$ cat config.mk
export PLATFORM = sky130hd
export DESIGN_NAME = tdd_multiwin_core
export DESIGN_NICKNAME = d
export VERILOG_FILES = /design/src/rtl/tdd_multiwin_pkg.sv /design/src/rtl/tdd_multiwin_channel.sv /design/src/rtl/tdd_multiwin_core.sv
export SDC_FILE = /design/constraint.sdc
export NUM_CORES = 2
export LEC_CHECK = 0
export ABC_AREA = 1
export BUFFER_PORTS_ARGS = -buffer_cell sky130_fd_sc_hd__buf_4
export CELL_PAD_IN_SITES_DETAIL_PLACEMENT = 2
export CELL_PAD_IN_SITES_GLOBAL_PLACEMENT = 2
export CORE_AREA = 2 2 476 478
export DETAILED_ROUTE_END_ITERATION = 6
export DIE_AREA = 0 0 478 480
export MAX_ROUTING_LAYER = met4
export PLACE_DENSITY_LB_ADDON = 0.3
export SKIP_CTS_REPAIR_TIMING = 1
export SYNTH_ARGS = -nofsm -noshare
export SYNTH_HDL_FRONTEND = slang
export SYNTH_SLANG_ARGS = --single-unit
$ cat constraint.sdc
create_clock -name clk -period 40.4 [get_ports clk]
set_input_delay 4.04 -clock clk [delete_from_list [all_inputs] [get_ports clk]]
set_output_delay 4.04 -clock clk [all_outputs]
set_load 0.1 [all_outputs]
$ cat src/rtl/tdd_multiwin_pkg.sv
// Shared types and helpers for the multi-window TDD timing engine.
package tdd_multiwin_pkg;

    localparam int unsigned STATE_WIDTH = 2;

    typedef enum logic [STATE_WIDTH-1:0] {
        IDLE    = 2'b00,
        ARMED   = 2'b01,
        WAITING = 2'b10,
        RUNNING = 2'b11
    } state_t;

    // LSB of window w of channel ch inside a flat win_on/win_off vector.
    function automatic int unsigned win_lsb(input int unsigned ch,
                                            input int unsigned w,
                                            input int unsigned window_count,
                                            input int unsigned reg_width);
        return (ch * window_count + w) * reg_width;
    endfunction

endpackage

$ cat src/rtl/tdd_multiwin_channel.sv
// One TDD output channel: WINDOW_COUNT window flops plus the registered output.
module tdd_multiwin_channel
    import tdd_multiwin_pkg::*;
#(
    parameter int unsigned WINDOW_COUNT   = 2,
    parameter int unsigned REGISTER_WIDTH = 32,
    parameter logic        DEFAULT_LEVEL  = 1'b0
) (
    input  logic                                   clk,
    input  logic                                   rst,
    input  logic                                   run,
    input  logic [REGISTER_WIDTH-1:0]              counter,
    input  logic [WINDOW_COUNT*REGISTER_WIDTH-1:0] win_on,
    input  logic [WINDOW_COUNT*REGISTER_WIDTH-1:0] win_off,
    input  logic                                   en_next,
    input  logic                                   pol_next,
    output logic                                   channel
);

    logic [WINDOW_COUNT-1:0] win_q;
    logic [WINDOW_COUNT-1:0] win_d;
    logic                    channel_d;

    // Clear has priority over set, so on == off never opens a window.
    always_comb begin
        win_d = win_q;
        for (int unsigned w = 0; w < WINDOW_COUNT; w++) begin
            if (!run) begin
                win_d[w] = 1'b0;
            end else if (counter == win_off[win_lsb(0, w, WINDOW_COUNT, REGISTER_WIDTH) +: REGISTER_WIDTH]) begin
                win_d[w] = 1'b0;
            end else if (counter == win_on[win_lsb(0, w, WINDOW_COUNT, REGISTER_WIDTH) +: REGISTER_WIDTH]) begin
                win_d[w] = 1'b1;
            end
        end
    end

    // Output follows the next window state so a match at N shows at N+1.
    always_comb begin
        channel_d = pol_next;
        if (en_next) begin
            channel_d = (|win_d) ^ pol_next;
        end
    end

    always_ff @(posedge clk or posedge rst) begin
        if (rst) begin
            win_q   <= '0;
            channel <= DEFAULT_LEVEL;
        end else begin
            win_q   <= win_d;
            channel <= channel_d;
        end
    end

endmodule

$ cat src/rtl/tdd_multiwin_core.sv
// TDD timing engine: one frame counter driving per-channel multi-window outputs.
// Optional mid-burst resync is enabled by defining TDD_MULTIWIN_RESYNC_EN.
module tdd_multiwin_core
    import tdd_multiwin_pkg::*;
#(
    parameter int unsigned              CHANNEL_COUNT     = 8,
    parameter int unsigned              WINDOW_COUNT      = 2,
    parameter int unsigned              REGISTER_WIDTH    = 32,
    parameter int unsigned              BURST_COUNT_WIDTH = 32,
    parameter logic [CHANNEL_COUNT-1:0] DEFAULT_POLARITY  = '0
) (
    input  logic                                                 clk,
    input  logic                                                 rst,
    input  logic                                                 enable,
    input  logic                                                 sync,
    input  logic [BURST_COUNT_WIDTH-1:0]                         burst_count,
    input  logic [REGISTER_WIDTH-1:0]                            startup_delay,
    input  logic [REGISTER_WIDTH-1:0]                            frame_length,
    input  logic [CHANNEL_COUNT-1:0]                             ch_en,
    input  logic [CHANNEL_COUNT-1:0]                             ch_pol,
    input  logic [CHANNEL_COUNT*WINDOW_COUNT*REGISTER_WIDTH-1:0] win_on,
    input  logic [CHANNEL_COUNT*WINDOW_COUNT*REGISTER_WIDTH-1:0] win_off,
    output logic [CHANNEL_COUNT-1:0]                             channel,
    output logic                                                 active,
    output logic [STATE_WIDTH-1:0]                               state,
    output logic [REGISTER_WIDTH-1:0]                            counter,
    output logic                                                 endof_frame,
    output logic [BURST_COUNT_WIDTH-1:0]                         frame_index
);

    localparam int unsigned WIN_BITS = CHANNEL_COUNT * WINDOW_COUNT * REGISTER_WIDTH;

    state_t state_q;
    state_t state_d;

    logic [BURST_COUNT_WIDTH-1:0] sh_burst;
    logic [REGISTER_WIDTH-1:0]    sh_delay;
    logic [REGISTER_WIDTH-1:0]    sh_flen;
    logic [CHANNEL_COUNT-1:0]     sh_en;
    logic [CHANNEL_COUNT-1:0]     sh_pol;
    logic [WIN_BITS-1:0]          sh_on;
    logic [WIN_BITS-1:0]          sh_off;

    logic                         accept_c;
    logic                         resync_c;
    logic                         capture_c;
    logic                         last_frame_c;
    logic [REGISTER_WIDTH-1:0]    flen_n_c;
    logic [REGISTER_WIDTH-1:0]    flen_eff_c;
    logic [CHANNEL_COUNT-1:0]     en_n_c;
    logic [CHANNEL_COUNT-1:0]     pol_n_c;
    logic                         run_c;
    logic [REGISTER_WIDTH-1:0]    counter_d;
    logic [BURST_COUNT_WIDTH-1:0] frame_index_d;
    logic                         endof_frame_d;
    logic                         active_d;

    assign accept_c = enable && sync && (state_q == ARMED);
`ifdef TDD_MULTIWIN_RESYNC_EN
    assign resync_c = enable && sync && ((state_q == WAITING) || (state_q == RUNNING));
`else
    assign resync_c = 1'b0;
`endif
    assign capture_c = accept_c || resync_c;

    // Values the shadow registers will hold next cycle.
    assign flen_n_c     = capture_c ? frame_length : sh_flen;
    assign flen_eff_c   = (flen_n_c == '0) ? REGISTER_WIDTH'(1) : flen_n_c;
    assign en_n_c       = capture_c ? ch_en  : sh_en;
    assign pol_n_c      = capture_c ? ch_pol : sh_pol;
    assign last_frame_c = (sh_burst != '0) && (frame_index == sh_burst - BURST_COUNT_WIDTH'(1));

    always_ff @(posedge clk or posedge rst) begin
        if (rst) begin
            sh_burst <= '0;
            sh_delay <= '0;
            sh_flen  <= '0;
            sh_en    <= '0;
            sh_pol   <= DEFAULT_POLARITY;
            sh_on    <= '0;
            sh_off   <= '0;
        end else if (capture_c) begin
            sh_burst <= burst_count;
            sh_delay <= startup_delay;
            sh_flen  <= frame_length;
            sh_en    <= ch_en;
            sh_pol   <= ch_pol;
            sh_on    <= win_on;
            sh_off   <= win_off;
        end
    end

    always_ff @(posedge clk or posedge rst) begin
        if (rst) begin
            state_q <= IDLE;
        end else begin
            state_q <= state_d;
        end
    end

    // Next state; disable outranks any sync.
    always_comb begin
        state_d = state_q;
        if (!enable) begin
            state_d = IDLE;
        end else if (capture_c) begin
            state_d = (startup_delay == '0) ? RUNNING : WAITING;
        end else begin
            case (state_q)
                IDLE:    state_d = ARMED;
                ARMED:   state_d = ARMED;
                WAITING: if (counter == sh_delay - REGISTER_WIDTH'(1)) state_d = RUNNING;
                RUNNING: if (endof_frame && last_frame_c) state_d = ARMED;
                default: state_d = IDLE;
            endcase
        end
    end

    // Next values of the registered outputs.
    always_comb begin
        counter_d     = '0;
        frame_index_d = frame_index;
        if ((state_d != state_q) || capture_c) begin
            counter_d = '0;
        end else if (state_q == WAITING) begin
            counter_d = counter + REGISTER_WIDTH'(1);
        end else if (state_q == RUNNING) begin
            counter_d = endof_frame ? '0 : counter + REGISTER_WIDTH'(1);
        end

        if ((state_d == IDLE) || (state_d == ARMED) || capture_c) begin
            frame_index_d = '0;
        end else if ((state_q == RUNNING) && endof_frame) begin
            frame_index_d = frame_index + BURST_COUNT_WIDTH'(1);
        end

        endof_frame_d = (state_d == RUNNING) && (counter_d == flen_eff_c - REGISTER_WIDTH'(1));
        active_d      = (state_d == WAITING) || (state_d == RUNNING);
        run_c         = (state_q == RUNNING) && (state_d == RUNNING) && !capture_c && !endof_frame;
    end

    always_ff @(posedge clk or posedge rst) begin
        if (rst) begin
            counter     <= '0;
            frame_index <= '0;
            endof_frame <= 1'b0;
            active      <= 1'b0;
        end else begin
            counter     <= counter_d;
            frame_index <= frame_index_d;
            endof_frame <= endof_frame_d;
            active      <= active_d;
        end
    end

    assign state = state_q;

    for (genvar i = 0; i < CHANNEL_COUNT; i++) begin : g_ch
        localparam int unsigned LSB = win_lsb(i, 0, WINDOW_COUNT, REGISTER_WIDTH);
        tdd_multiwin_channel #(
            .WINDOW_COUNT  (WINDOW_COUNT),
            .REGISTER_WIDTH(REGISTER_WIDTH),
            .DEFAULT_LEVEL (DEFAULT_POLARITY[i])
        ) u_ch (
            .clk     (clk),
            .rst     (rst),
            .run     (run_c),
            .counter (counter),
            .win_on  (sh_on[LSB +: WINDOW_COUNT*REGISTER_WIDTH]),
            .win_off (sh_off[LSB +: WINDOW_COUNT*REGISTER_WIDTH]),
            .en_next (en_n_c[i]),
            .pol_next(pol_n_c[i]),
            .channel (channel[i])
        );
    end

endmodule

==> results <==
- The run finished with clean final reports.
- After synthesis, the most frequently instantiated cells are 1228 x sky130_fd_sc_hd__dfrtp_1, 978 x sky130_fd_sc_hd__mux2_2, 663 x sky130_fd_sc_hd__nand2_1, 556 x sky130_fd_sc_hd__xnor2_1, 461 x sky130_fd_sc_hd__nor2_1.
- The count of buffering cells on the critical path with inverters included is 6.
- The hold violation total from the final report came to 0.
- Synthesis instantiated 61 different standard cells from the library.
- The initial utilization of the core area, before any placement, comes to 0.2834.
- After floorplanning, the core was sized to cover 0.2240 mm².
- The fraction of the mapped netlist area in compound gates came to 0.02389.
- The max capacitance violation total is 0.
- The maximum single-stage delay on the critical path is 0.80 ns.
- The synthesized area per cell is 10.59 µm².
- The number of input and output port buffers inserted is 1215.
- The top layer reached by signal wires is met4.
- Ranked by total cell area, the synthesized netlist is headed by sky130_fd_sc_hd__dfrtp_1 48%, sky130_fd_sc_hd__mux2_2 17%, sky130_fd_sc_hd__xnor2_1 7.7%.
- For the finished layout, the period the worst path requires is 8.801 ns.
- The placed instances occupy a cell area of 0.07600 mm².
- After detailed routing, the met3 layer carries 14730 µm of wire.
- The number of rows in the core area is 174.
- The synthesized instance count is 5993.
- The die is 478 µm wide.
- The adder-cell area share of the yosys netlist is 0.001182.
- The data arrival time of the critical path is 9.52 ns.
- The slack of the critical path is 31.60 ns.
- The sum of internal, switching and leakage power is 0.004211 W.
- The clock buffer count from CTS is 153.
- Dividing total power by cell area gives a power density of 51.68 mW/mm².
- Once detailed placement completed, the half-perimeter wirelength came to 248000 µm.
- Along the worst path, the maximum fanout reaches 142.
- The global-route wire length before repair is 448800 µm.
- In the finished design, the share of the clock period the worst path needs comes to 0.2178.
- The floorplan step defined a die boundary enclosing 0.2294 mm².
- Counting every net in the synthesized netlist gives 7139.
- The worst clock skew is 0.06313 ns.
- Summed over all failing endpoints, the final setup total negative slack is 0 ns.
- Of the total synthesized cell area, the portion taken by AND, OR, NAND and NOR gates is 0.1322.
- Pin placement for this block handled 1216 I/O pins.
- The floorplan step set the die height to 480 µm.
- The total via count after detailed routing is 51020.
- The actual slew at the worst max-slew pin is 1.282 ns.
- The number of global-route vias before repair is 56850.
- The total overflow left after global routing is 0.
- The global-route total usage across every layer is 0.2864.
- For this run, the number of Yosys warnings is 0.
- The first detailed-routing pass took 5 iterations.
- The worst-case IR drop observed on VDD is 0.00004121 V.
- The weighted congestion at the end of routability-driven global placement is 0.8735.
- The critical path startpoint category is an input port.
- The dominant cell by count in the synthesized netlist is sky130_fd_sc_hd__dfrtp_1.
- The part of the Yosys area used for sequential elements is 0.4840.
- Clock-pin slew was measured on the worst setup and hold paths at 0.06 ns.
- The share of cells above drive strength 1 is 0.3706.
- The tightest min-delay check is of the register to register type.
- For this run, the post-layout net count is 8307.
- The cell family contributing the most delay on the critical path is simple AND/OR/NAND/NOR gates.
- The detail route stage leaves a number of antenna-violating nets equal to 0.
- The kind of end point of the critical path is a register.
- The first routing iteration left 2930 violations.
- The register bit count reported by yosys is 1228.
- The share of Yosys cell area claimed by the top area cell type is 0.4840.
- The most used flip-flop cell after synthesis is sky130_fd_sc_hd__dfrtp_1.
- Detailed routing placed a total of 162200 µm of wire on met2.
- Counting every sink on the clock net gives 1228.
- The data required time at the worst endpoint is 41.12 ns.
- Timing analysis after detailed placement gives a worst setup slack of 30.69 ns.
- The later pin in the worst-skew pair is clocked with a latency of 0.84 ns.
- The root buffer cell is sky130_fd_sc_hd__clkbuf_16.
- After routing the design area is 0.08148 mm².
- In the synthesized netlist the async set-or-reset flop fraction comes to 1.000.
- The clock tree from TritonCTS is yes.
- The clock passes through at most 3 buffers.
- In the final routed layout, each cell accounts on average for 31.41 µm.
- The via density per instance is 4.919.
- The initial antenna violation count is 108.
- The final layout contains routed wiring with a total length of 325700 µm.
- By instance count, the cell type seen most on the critical path is sky130_fd_sc_hd__nand2_1.
- The count of flip-flops with a built-in enable after synthesis is 0.
- On the critical path, the stage with the largest delay is an instance of sky130_fd_sc_hd__buf_4.
- The fill cell instance count of the final layout is 23912.
- The worst pin sits at a relative slew slack of 0.1376.
- Setup violations remaining at the end of the flow were counted as 0.
- The layout overhead on the synthesized area is 28.35%.
- Setup repair after global routing left no endpoint under its margin.
- The final-layout worst hold slack is 0.4987 ns.
- Of the post-synthesis cell area, the part taken by muxes is 0.1746.
- The cell area that synthesis handed to floorplanning was 0.06349 mm².
- Static timing analysis puts the maximum clock frequency at 113.6 MHz.
- The remaining design rule violation count is 0.
- Of the total synthesized cell area, the portion taken by XOR and XNOR cells is 0.1393.
- The count of pins over their slew limit was 0.
- The total leakage power is 36.52 nW.
- The H-tree was split into 4 levels.
- For this block, wires on met1 add up to 136400 µm.
- Entering global routing, the biggest net connects 179 pins.
- By startpoint and endpoint, the worst setup path is classified as input port to register.
- By area, the combinational part of the netlist is dominated by multiplexers.
- The synthesized design spends more area on one cell type than any other, namely sky130_fd_sc_hd__dfrtp_1.
## report_power, final
group | internal [W] | leakage (nW) | switching [W]
combinational | 0.000517 | 19.4 | 0.000449
clock | 0.000832 | 2.55 | 0.000605
sequential | 0.00156 | 14.5 | 0.000253
total | 0.00290 | 36.5 | 0.00131
## layout by cell type, fill, tap and decap left out, drive strengths merged, types with 10 or more instances in the layout
master / count
xor2: 454
nor3b: 13
buf: 1320
xnor2: 556
nand4: 166
nor2: 481
dfrtp: 1228
nand3b: 11
nor3: 61
diode: 101
nand2: 674
o21ai: 68
clkinv: 30
a21oi: 134
o211ai: 10
nand3: 182
inv: 385
nor4: 150
or2: 53
clkbuf: 231
mux2: 978
## metrics by stage
step	util	instances
finish	0.3637	10371
global route	0.3636	10359
global placement	0.3392	9998
CTS	0.3626	10270
floorplan	-	5993
detailed placement	0.3392	9998
## final timing paths
kind,cells past startpoint,start,slack (ns),endpoint
worst min register to register,1,sh_en[6],0.50,sh_en[6]
worst max register to register,27,state[0],34.40,endof_frame
min in group asynchronous,2,rst,3.23,frame_index[17]
max in group asynchronous,6,rst,33.28,sh_on[144]
worst min-delay path,1,sh_en[6],0.50,sh_en[6]
worst max-delay path,28,sync,31.60,endof_frame
## state kept, by name, summed over array words and instances, names as in the netlist, 16 cells and up
register,count
sh_burst,32
counter,32
sh_on,512
sh_flen,32
sh_delay,32
g_ch.u_ch.win_q,16
sh_off,512
frame_index,32
## kinds of logic after synthesis
| group | count (synthesis) |
|---|---|
| adders and majority gates | 6 |
| muxes | 985 |
| xor gates and xnor gates | 1010 |
| DFF | 1228 |
| AOI/OAI and AO/OA | 259 |
| and+or+nand+nor | 1814 |
| buffers and inverters | 691 |
## layout make-up
class                      count  area (µm²)  area share
sequential                  1228       30850      0.3786
multi-input combinational   4074       30000      0.3681
timing repair buffer        1320        9960      0.1222
clock buffer                 231        4563     0.05600
tap                         2992        3744     0.04594
inverter                     384        1451     0.01781
clock inverter                41       668.1    0.008200
antenna                      101       252.7    0.003102
## metal layers
layer / GRT usage / up-vias
li1: - / 22298
met1: 0.3408 / 26919
met2: 0.4846 / 1366
met3: 0.05112 / 437
met4: 0.1026 / 0
met5: - / -
Note: power is estimated with default switching activity, not from simulation.
